### src/rtl/debug_scanner_if.sv
// Debug scanner bus bundle: scan request and abort, the debug read port,
// the word output stream with its handshake, and the status flags.
interface debug_scanner_if #(
    parameter int CNT_W = 16
);
    logic             start;
    logic [31:0]      base_addr;
    logic [CNT_W-1:0] word_cnt;
    logic             abort;
    logic [31:0]      chk_addr;
    logic [31:0]      chk_data;
    logic             out_valid;
    logic             out_ready;
    logic [31:0]      out_addr;
    logic [31:0]      out_data;
    logic             out_last;
    logic             busy;
    logic             done;

    modport slave (
        input  start, base_addr, word_cnt, abort, chk_data, out_ready,
        output chk_addr, out_valid, out_addr, out_data, out_last, busy, done
    );

    modport master (
        output start, base_addr, word_cnt, abort, chk_data, out_ready,
        input  chk_addr, out_valid, out_addr, out_data, out_last, busy, done
    );
endinterface

### src/rtl/debug_scanner.sv
// Debug scanner: walks word_cnt consecutive debug addresses from base_addr,
// waits SETTLE cycles per address for the responder, then streams each word.
module debug_scanner #(
    parameter int SETTLE = 1,
    parameter int CNT_W  = 16
) (
    input  logic          clk,
    input  logic          rst,
    debug_scanner_if.slave bus
);

    localparam logic [1:0] IDLE = 2'd0;
    localparam logic [1:0] ADDR = 2'd1;
    localparam logic [1:0] WAIT = 2'd2;
    localparam logic [1:0] SEND = 2'd3;

    logic [1:0]       state_q,     state_d;
    logic [31:0]      chkAddr_q,   chkAddr_d;
    logic [CNT_W-1:0] remaining_q, remaining_d;
    logic [3:0]       waitCnt_q,   waitCnt_d;
    logic             outValid_q,  outValid_d;
    logic [31:0]      outAddr_q,   outAddr_d;
    logic [31:0]      outData_q,   outData_d;
    logic             outLast_q,   outLast_d;
    logic             done_q,      done_d;

    always_comb begin
        state_d     = state_q;
        chkAddr_d   = chkAddr_q;
        remaining_d = remaining_q;
        waitCnt_d   = waitCnt_q;
        outValid_d  = outValid_q;
        outAddr_d   = outAddr_q;
        outData_d   = outData_q;
        outLast_d   = outLast_q;
        done_d      = 1'b0;

        case (state_q)
            IDLE: begin
                if (bus.start && !bus.abort) begin
                    if (bus.word_cnt != '0) begin
                        chkAddr_d   = bus.base_addr;
                        remaining_d = bus.word_cnt;
                        state_d     = ADDR;
                    end else begin
                        done_d = 1'b1;
                    end
                end
            end
            ADDR: begin
                waitCnt_d = 4'(SETTLE);
                state_d   = WAIT;
            end
            WAIT: begin
                if (waitCnt_q <= 4'd1) begin
                    outData_d  = bus.chk_data;
                    outAddr_d  = chkAddr_q;
                    outLast_d  = (remaining_q == CNT_W'(1));
                    outValid_d = 1'b1;
                    waitCnt_d  = 4'd0;
                    state_d    = SEND;
                end else begin
                    waitCnt_d = waitCnt_q - 4'd1;
                end
            end
            SEND: begin
                if (outValid_q && bus.out_ready) begin
                    outValid_d = 1'b0;
                    if (remaining_q > CNT_W'(1)) begin
                        remaining_d = remaining_q - CNT_W'(1);
                        chkAddr_d   = chkAddr_q + 32'd1;
                        state_d     = ADDR;
                    end else begin
                        outLast_d = 1'b0;
                        done_d    = 1'b1;
                        state_d   = IDLE;
                    end
                end
            end
            default: state_d = IDLE;
        endcase

        // Abort overrides everything, including a handshake in the same cycle.
        if (state_q != IDLE && bus.abort) begin
            state_d    = IDLE;
            outValid_d = 1'b0;
            outLast_d  = 1'b0;
            done_d     = 1'b0;
        end
    end

    always_ff @(posedge clk or posedge rst) begin
        if (rst) begin
            state_q     <= IDLE;
            chkAddr_q   <= 32'd0;
            remaining_q <= '0;
            waitCnt_q   <= 4'd0;
            outValid_q  <= 1'b0;
            outAddr_q   <= 32'd0;
            outData_q   <= 32'd0;
            outLast_q   <= 1'b0;
            done_q      <= 1'b0;
        end else begin
            state_q     <= state_d;
            chkAddr_q   <= chkAddr_d;
            remaining_q <= remaining_d;
            waitCnt_q   <= waitCnt_d;
            outValid_q  <= outValid_d;
            outAddr_q   <= outAddr_d;
            outData_q   <= outData_d;
            outLast_q   <= outLast_d;
            done_q      <= done_d;
        end
    end

    assign bus.chk_addr  = chkAddr_q;
    assign bus.out_valid = outValid_q;
    assign bus.out_addr  = outAddr_q;
    assign bus.out_data  = outData_q;
    assign bus.out_last  = outLast_q;
    assign bus.done      = done_q;
    assign bus.busy      = (state_q != IDLE);

endmodule

### src/flat_wrapper.sv
// flat-port wrapper written by rule: the top's interface ports become plain ports
module debug_scanner_flat 
#(
    parameter int SETTLE = 1,
    parameter int CNT_W  = 16
)
  (clk, rst, bus_start, bus_base_addr, bus_word_cnt, bus_abort, bus_chk_data, bus_out_ready, bus_chk_addr, bus_out_valid, bus_out_addr, bus_out_data, bus_out_last, bus_busy, bus_done);
  debug_scanner_if #(.CNT_W(CNT_W)) bus_i ();
  input  logic clk;
  input  logic rst;
  input wire logic [$bits(bus_i.start)-1:0] bus_start;
  input wire logic [$bits(bus_i.base_addr)-1:0] bus_base_addr;
  input wire logic [$bits(bus_i.word_cnt)-1:0] bus_word_cnt;
  input wire logic [$bits(bus_i.abort)-1:0] bus_abort;
  input wire logic [$bits(bus_i.chk_data)-1:0] bus_chk_data;
  input wire logic [$bits(bus_i.out_ready)-1:0] bus_out_ready;
  output wire logic [$bits(bus_i.chk_addr)-1:0] bus_chk_addr;
  output wire logic [$bits(bus_i.out_valid)-1:0] bus_out_valid;
  output wire logic [$bits(bus_i.out_addr)-1:0] bus_out_addr;
  output wire logic [$bits(bus_i.out_data)-1:0] bus_out_data;
  output wire logic [$bits(bus_i.out_last)-1:0] bus_out_last;
  output wire logic [$bits(bus_i.busy)-1:0] bus_busy;
  output wire logic [$bits(bus_i.done)-1:0] bus_done;
  assign bus_i.start = bus_start;
  assign bus_i.base_addr = bus_base_addr;
  assign bus_i.word_cnt = bus_word_cnt;
  assign bus_i.abort = bus_abort;
  assign bus_i.chk_data = bus_chk_data;
  assign bus_i.out_ready = bus_out_ready;
  assign bus_chk_addr = bus_i.chk_addr;
  assign bus_out_valid = bus_i.out_valid;
  assign bus_out_addr = bus_i.out_addr;
  assign bus_out_data = bus_i.out_data;
  assign bus_out_last = bus_i.out_last;
  assign bus_busy = bus_i.busy;
  assign bus_done = bus_i.done;
  debug_scanner #(.SETTLE(SETTLE), .CNT_W(CNT_W)) u_core (.clk(clk), .rst(rst), .bus(bus_i));
endmodule
### config.mk
export PLATFORM = sky130hd
export DESIGN_NAME = debug_scanner_flat
export DESIGN_NICKNAME = d
export VERILOG_FILES = /design/src/rtl/debug_scanner_if.sv /design/src/rtl/debug_scanner.sv /design/src/flat_wrapper.sv
export SDC_FILE = /design/constraint.sdc
export NUM_CORES = 1
export LEC_CHECK = 0
export ABC_AREA = 1
export CORE_MARGIN = 2
export CORE_UTILIZATION = 40
export DETAILED_ROUTE_END_ITERATION = 10
export GPL_TIMING_DRIVEN = 0
export MAX_ROUTING_LAYER = met4
export PLACE_DENSITY = 0.74
export SETUP_SLACK_MARGIN = 0.05
export SYNTH_ARGS = -nofsm -noshare
export SYNTH_HDL_FRONTEND = slang
export SYNTH_SLANG_ARGS = --single-unit
### constraint.sdc
create_clock -name clk -period 4.7 [get_ports clk]
set_input_delay 0.94 -clock clk [delete_from_list [all_inputs] [get_ports clk]]
set_output_delay 0.94 -clock clk [all_outputs]
set_load 0.02 [all_outputs]
# After elaboration in Yosys (flattened, before gate mapping)

Cells that the tools add are included.

Equality and inequality tests: 13
Magnitude comparators: 2
Add/subtract/negate cells: 3
Mux-type cells: 34
Reductions and logical operators: 15

Operators by type and width:

| cell                                                                    | number |
|---|---|
| 32-bit two-way mux                                                      | 4 |
| 16-bit two-way mux                                                      | 4 |
| 32-bit case mux with 2 select lines                                     | 1 |
| 32-bit by 1-bit adder with 32-bit output, second input constant         | 1 |
| 16-bit case mux with 2 select lines                                     | 1 |
| 16-bit by 1-bit == test with 1-bit output, second input constant        | 1 |
| 16-bit by 1-bit > comparator with 1-bit output, second input constant   | 1 |
| 16-bit nonzero test                                                     | 1 |
| 16-bit by 1-bit subtractor with 16-bit output, second input constant    | 1 |
| 1-bit two-way mux                                                       | 13 |
| 3-bit by 1-bit inequality test with 1-bit output, second input constant | 4 |
| 2-bit two-way mux                                                       | 5 |
| 2-bit by 1-bit inequality test with 1-bit output, second input constant | 4 |
| 2-bit case mux with 4 select lines                                      | 1 |
| 4-bit case mux with 2 select lines                                      | 1 |
| 4-bit AND reduction                                                     | 2 |
| 1-bit case mux with 2 select lines                                      | 3 |
| 2-bit nonzero test                                                      | 3 |
| 5-bit AND reduction                                                     | 1 |
| 2-bit == test, second input constant                                    | 2 |
| 4-bit by 1-bit <= comparator with 1-bit output, second input constant   | 1 |
| 4-bit two-way mux                                                       | 1 |
| 4-bit by 1-bit subtractor with 4-bit output, second input constant      | 1 |
| 1-bit logical AND                                                       | 3 |
| other kinds (7)                                                         | 7 |

Output and inout port bits: 100
Logic and storage cells: 76
Register bits: 121
Input bits: 85

# Depth between registers and ports, before layout

Depth in word-level cells: 5
Mapped depth: 13
Depth with buffers taken out: 12

# Least setup slack after synthesis

OpenSTA, ideal clock, no wires.

Kind: input -> register
From: in bus_word_cnt[9]
To: reg u_core.remaining_q[12]
Setup time: 0.119 ns
Path slack: 2.747 ns
Stages: 10
Path buffers: 2
Arrival time: 1.833 ns
Required time: 4.581 ns
Path through: nor2_1 nand3_1 nor2_1 nand3_1 nand3_1 nor2_2 buf_6 buf_6 o21ai_2 nand2_1

Cells in the longest elaborated chain, start to end: 3

Ends and longest elaborated chain:

| item                                                              | line                 | text |
|---|---|---|
| start, declared                                                   | flat_wrapper.sv:13   | `input wire logic [$bits(bus_i.word_cnt)-1:0] bus_word_cnt;` |
| 16-bit nonzero test                                               | debug_scanner.sv:41  | `if (bus.word_cnt != '0) begin` |
| 2-bit by 1-bit inequality test with 1-bit output (no source line) | n/a                  |  |
| 5-bit AND reduction (no source line)                              | n/a                  |  |
| end signal, assigned                                              | debug_scanner.sv:106 | `remaining_q <= remaining_d;` |
| end, declared                                                     | debug_scanner.sv:19  | `logic [CNT_W-1:0] remaining_q, remaining_d;` |

No other way between the ends.
A chain may end at the register's enable or synchronous reset.

# Final worst setup path

From: reg u_core.state_q[0]
To: out bus_busy

Cells in the longest elaborated chain, start to end: 1

Ends and longest elaborated chain:

| item                   | line                 | text |
|---|---|---|
| start, declared        | debug_scanner.sv:17  | `logic [1:0] state_q, state_d;` |
| start signal, assigned | debug_scanner.sv:104 | `state_q <= state_d;` |
| 2-bit nonzero test     | debug_scanner.sv:122 | `assign bus.busy = (state_q != IDLE);` |
| end, declared          | flat_wrapper.sv:22   | `output wire logic [$bits(bus_i.busy)-1:0] bus_busy;` |

No other way between the ends.

==> qor.yml <==
status: "finished, final reports clean"
worstSetupPathType: "reg2out"
ys_seq_area_frac: 0.445
fin_crit_ps: 2840
clk_latency_ps: 420
max-cap-violations: 0
drc: 0
cts-htree-levels: 4
die_width_um: 134
required_ps: 3760
hold_viol_final: 0
path_clk_slew_ps: 50
r2r_end: "u_core.bus.out_data[30]$_DFFE_PP0P_"
layout-drive-gt1-share: 0.112
rsz0062_at_grt: "false"
rr_startpoint: "u_core.state_q[0]$_DFFE_PP0P_"
finalSetupTns_ps: 0
power_density_nw_per_um2: 752
synthTopCellsByArea: "dfrtp_1, nand2_1, mux2_2, nor2_1, nand3_1"
clock.fmax_mhz: 352
whs_ps: 485
cp-end-kind: "output pin"
synth_nets: 996
yosysWarningCount: 0
via_per_inst: 4.98
cp_num_buf_inv: 3
cts_tree: "yes"
wl_per_cell_um: 15.6
vias: 6666
routabilityCongestion: 0.929
io_pins: 185
crit_top_cell: "inv_1"
grt-busiest-layer: "met2"
fp.dieH_um: 134
synth.distinct_cells: 28
synth_area_um2: 6800
hold_path_depth: 1
setup_slack_ps: 1860
setup_viol: 0
fillers: 1540
slew_headroom: 0.533
hp-class: "reg2reg"
fin_skew_ps: 10.2
antenna_found_initial: 0
r2r_cells: 7
tightestPinTransition_ps: 700
cts_buffers: 17
synth_top_area_cell: "dfrtp_1"
core_area_um2: 16600
dp_slack_ps: 1960
crit_fanout: 5
dieArea_um2: 18100
clk_path_buf_depth: 2
netlist_instances: 902
finalPower_mw: 7.21
dp_cells: 1307
grt_pass1_wl_um: 33200
cts_resized: 0
synth_area_per_cell_um2: 7.54
ant_nets: 0
use_met1: 0.302
grt_max_degree: 65
synth_top_area_frac: 0.445
worstHoldStart: "u_core.bus.out_addr[18]$_DFFE_PP0P_"
syn2layout_area_growth_pct: 40.9
drtIter0Drc: 476
hpwl_um: 15600
use_met2: 0.385
critPathSlowestCell: "clkdlybuf4s50_1"
hold_buffers: 0
min_period_over_period: 0.605
ir_drop_mv: 0.423
row_count: 47
max_stage_delay_ps: 600
r2r_slack_ps: 2480
postCtsSetupBuffers: 0
total_leakage_power_nw: 4.44
cts.sinks: 121
path_cells: "inv_1 -> ha_1 -> inv_1 -> clkdlybuf4s50_1"
track_usage: 0.245
grt-ovfl-total: 0
start_util: 0.410
totalWireLength_um: 20900
maxSlewViolCount: 0
cp-start-kind: "flip-flop"
final_net_count: 1200
drtPass1Iterations: 5
arrival_ps: 1900
cts_root_buf: "clkbuf_16"
numPortBuffers: 184
min_to: "u_core.bus.out_addr[18]$_DFFE_PP0P_"
fin_cells: 1339
synth_seq_cells: 121
grt_pass1_vias: 6621
antenna_cells: 0
critPathTopFamily: "buffers and inverters"
use_met3: 0.0620
through the flow:
stage | area, µm² | utilization
floorplan | 6800 | -
global placement | 8920 | 0.538
detailed placement | 8950 | 0.540
CTS | 9580 | 0.578
global route | 9580 | 0.578
finish | 9580 | 0.578
worst max path at each step:
stage / slack [ps] / cells after the start / endpoint / from
2_1_floorplan: 550 / 1 / u_core.bus.chk_addr[0]$_DFFE_PP0P_ / rst
3_3_place_gp: -1410 / 2 / u_core.bus.chk_addr[20]$_DFFE_PP0P_ / rst
3_5_place_dp: 1960 / 11 / u_core.bus.chk_addr[28]$_DFFE_PP0P_ / bus_word_cnt[10]
4_1_cts: 1860 / 4 / bus_busy / u_core.state_q[0]$_DFFE_PP0P_
5_1_grt: 1770 / 4 / bus_busy / u_core.state_q[0]$_DFFE_PP0P_
6_report: 1860 / 4 / bus_busy / u_core.state_q[0]$_DFFE_PP0P_
flip-flops by register name (all words and copies together), names as in the netlist:
register              cells
u_core.bus.chk_addr      32
u_core.bus.out_addr      32
u_core.bus.out_data      32
u_core.remaining_q       16
u_core.waitCnt_q          4
u_core.state_q            2
u_core.bus.done           1
u_core.bus.out_last       1
u_core.bus.out_valid      1
cells in the mapped netlist:
| cell type | count |
|---|---|
| o22ai_1 | 1 |
| xnor2_1 | 1 |
| inv_2 | 1 |
| clkbuf_1 | 8 |
| o21ai_0 | 30 |
| nand4_1 | 5 |
| nor2_2 | 6 |
| buf_6 | 6 |
| nor2_1 | 82 |
| o31ai_1 | 3 |
| nand2_2 | 2 |
| or2_2 | 8 |
| dfrtp_1 | 121 |
| o21ai_2 | 11 |
| buf_4 | 4 |
| o21ai_1 | 3 |
| nand3b_1 | 2 |
| nand2_1 | 371 |
| inv_1 | 76 |
| a32o_1 | 1 |
| a21oi_1 | 13 |
| buf_2 | 11 |
| a31oi_1 | 1 |
| ha_1 | 9 |
| nor2_4 | 2 |
| mux2_2 | 43 |
| o21a_1 | 21 |
| nand3_1 | 60 |
power breakdown:
part           leakage [nW]  switching, mW  internal, mW
logic                  2.67           2.10          1.66
clock network         0.301          0.488         0.918
registers              1.46          0.484          1.56
worst reg2reg max path, stage by stage, from the launching register on:
cell	delay, ps
dfrtp_1	410
inv_1	140
ha_1	230
inv_1	90
nor2_1	310
buf_2	320
buf_4	250
mux2_2	350
cells by family after synthesis:
family                     count (synthesis)  synth area share
AOI/OAI and AO/OA                         84            0.0778
buffers and inverters                    106            0.0693
xor gates and xnor gates                   1           0.00129
and+or+nand+nor                          538             0.319
adders and majority gates                  9            0.0166
DFF                                      121             0.445
muxes                                     43            0.0712
routing by layer:
layer	vias up	wire, µm
li1	3265	-
met1	3117	9130
met2	244	9670
met3	40	1420
met4	0	638
met5	-	0
layout by cell type (no fill, tap or decap), types with 3 or more instances in the layout:
master	instances
a21oi_1	13
buf_2	11
buf_4	4
buf_6	6
bufinv_16	4
clkbuf_1	11
clkbuf_16	17
clkdlybuf4s50_1	184
dfrtp_1	121
ha_1	9
inv_1	75
mux2_2	43
nand2_1	371
nand3_1	60
nand4_1	5
nor2_1	82
nor2_2	6
o21a_1	21
o21ai_0	30
o21ai_1	3
o21ai_2	11
o31ai_1	3
or2_2	8
area by class of cell:
class / count / area [µm²] / area share
Multi-Input combinational cell: 675 / 3300 / 0.345
Buffer: 29 / 183 / 0.0191
Tap cell: 220 / 275 / 0.0287
Clock buffer: 22 / 464 / 0.0484
Timing Repair Buffer: 185 / 1870 / 0.195
Sequential cell: 121 / 3030 / 0.316
Clock inverter: 10 / 166 / 0.0174
Inverter: 77 / 294 / 0.0307
Note: power is estimated with default switching activity, not from simulation.
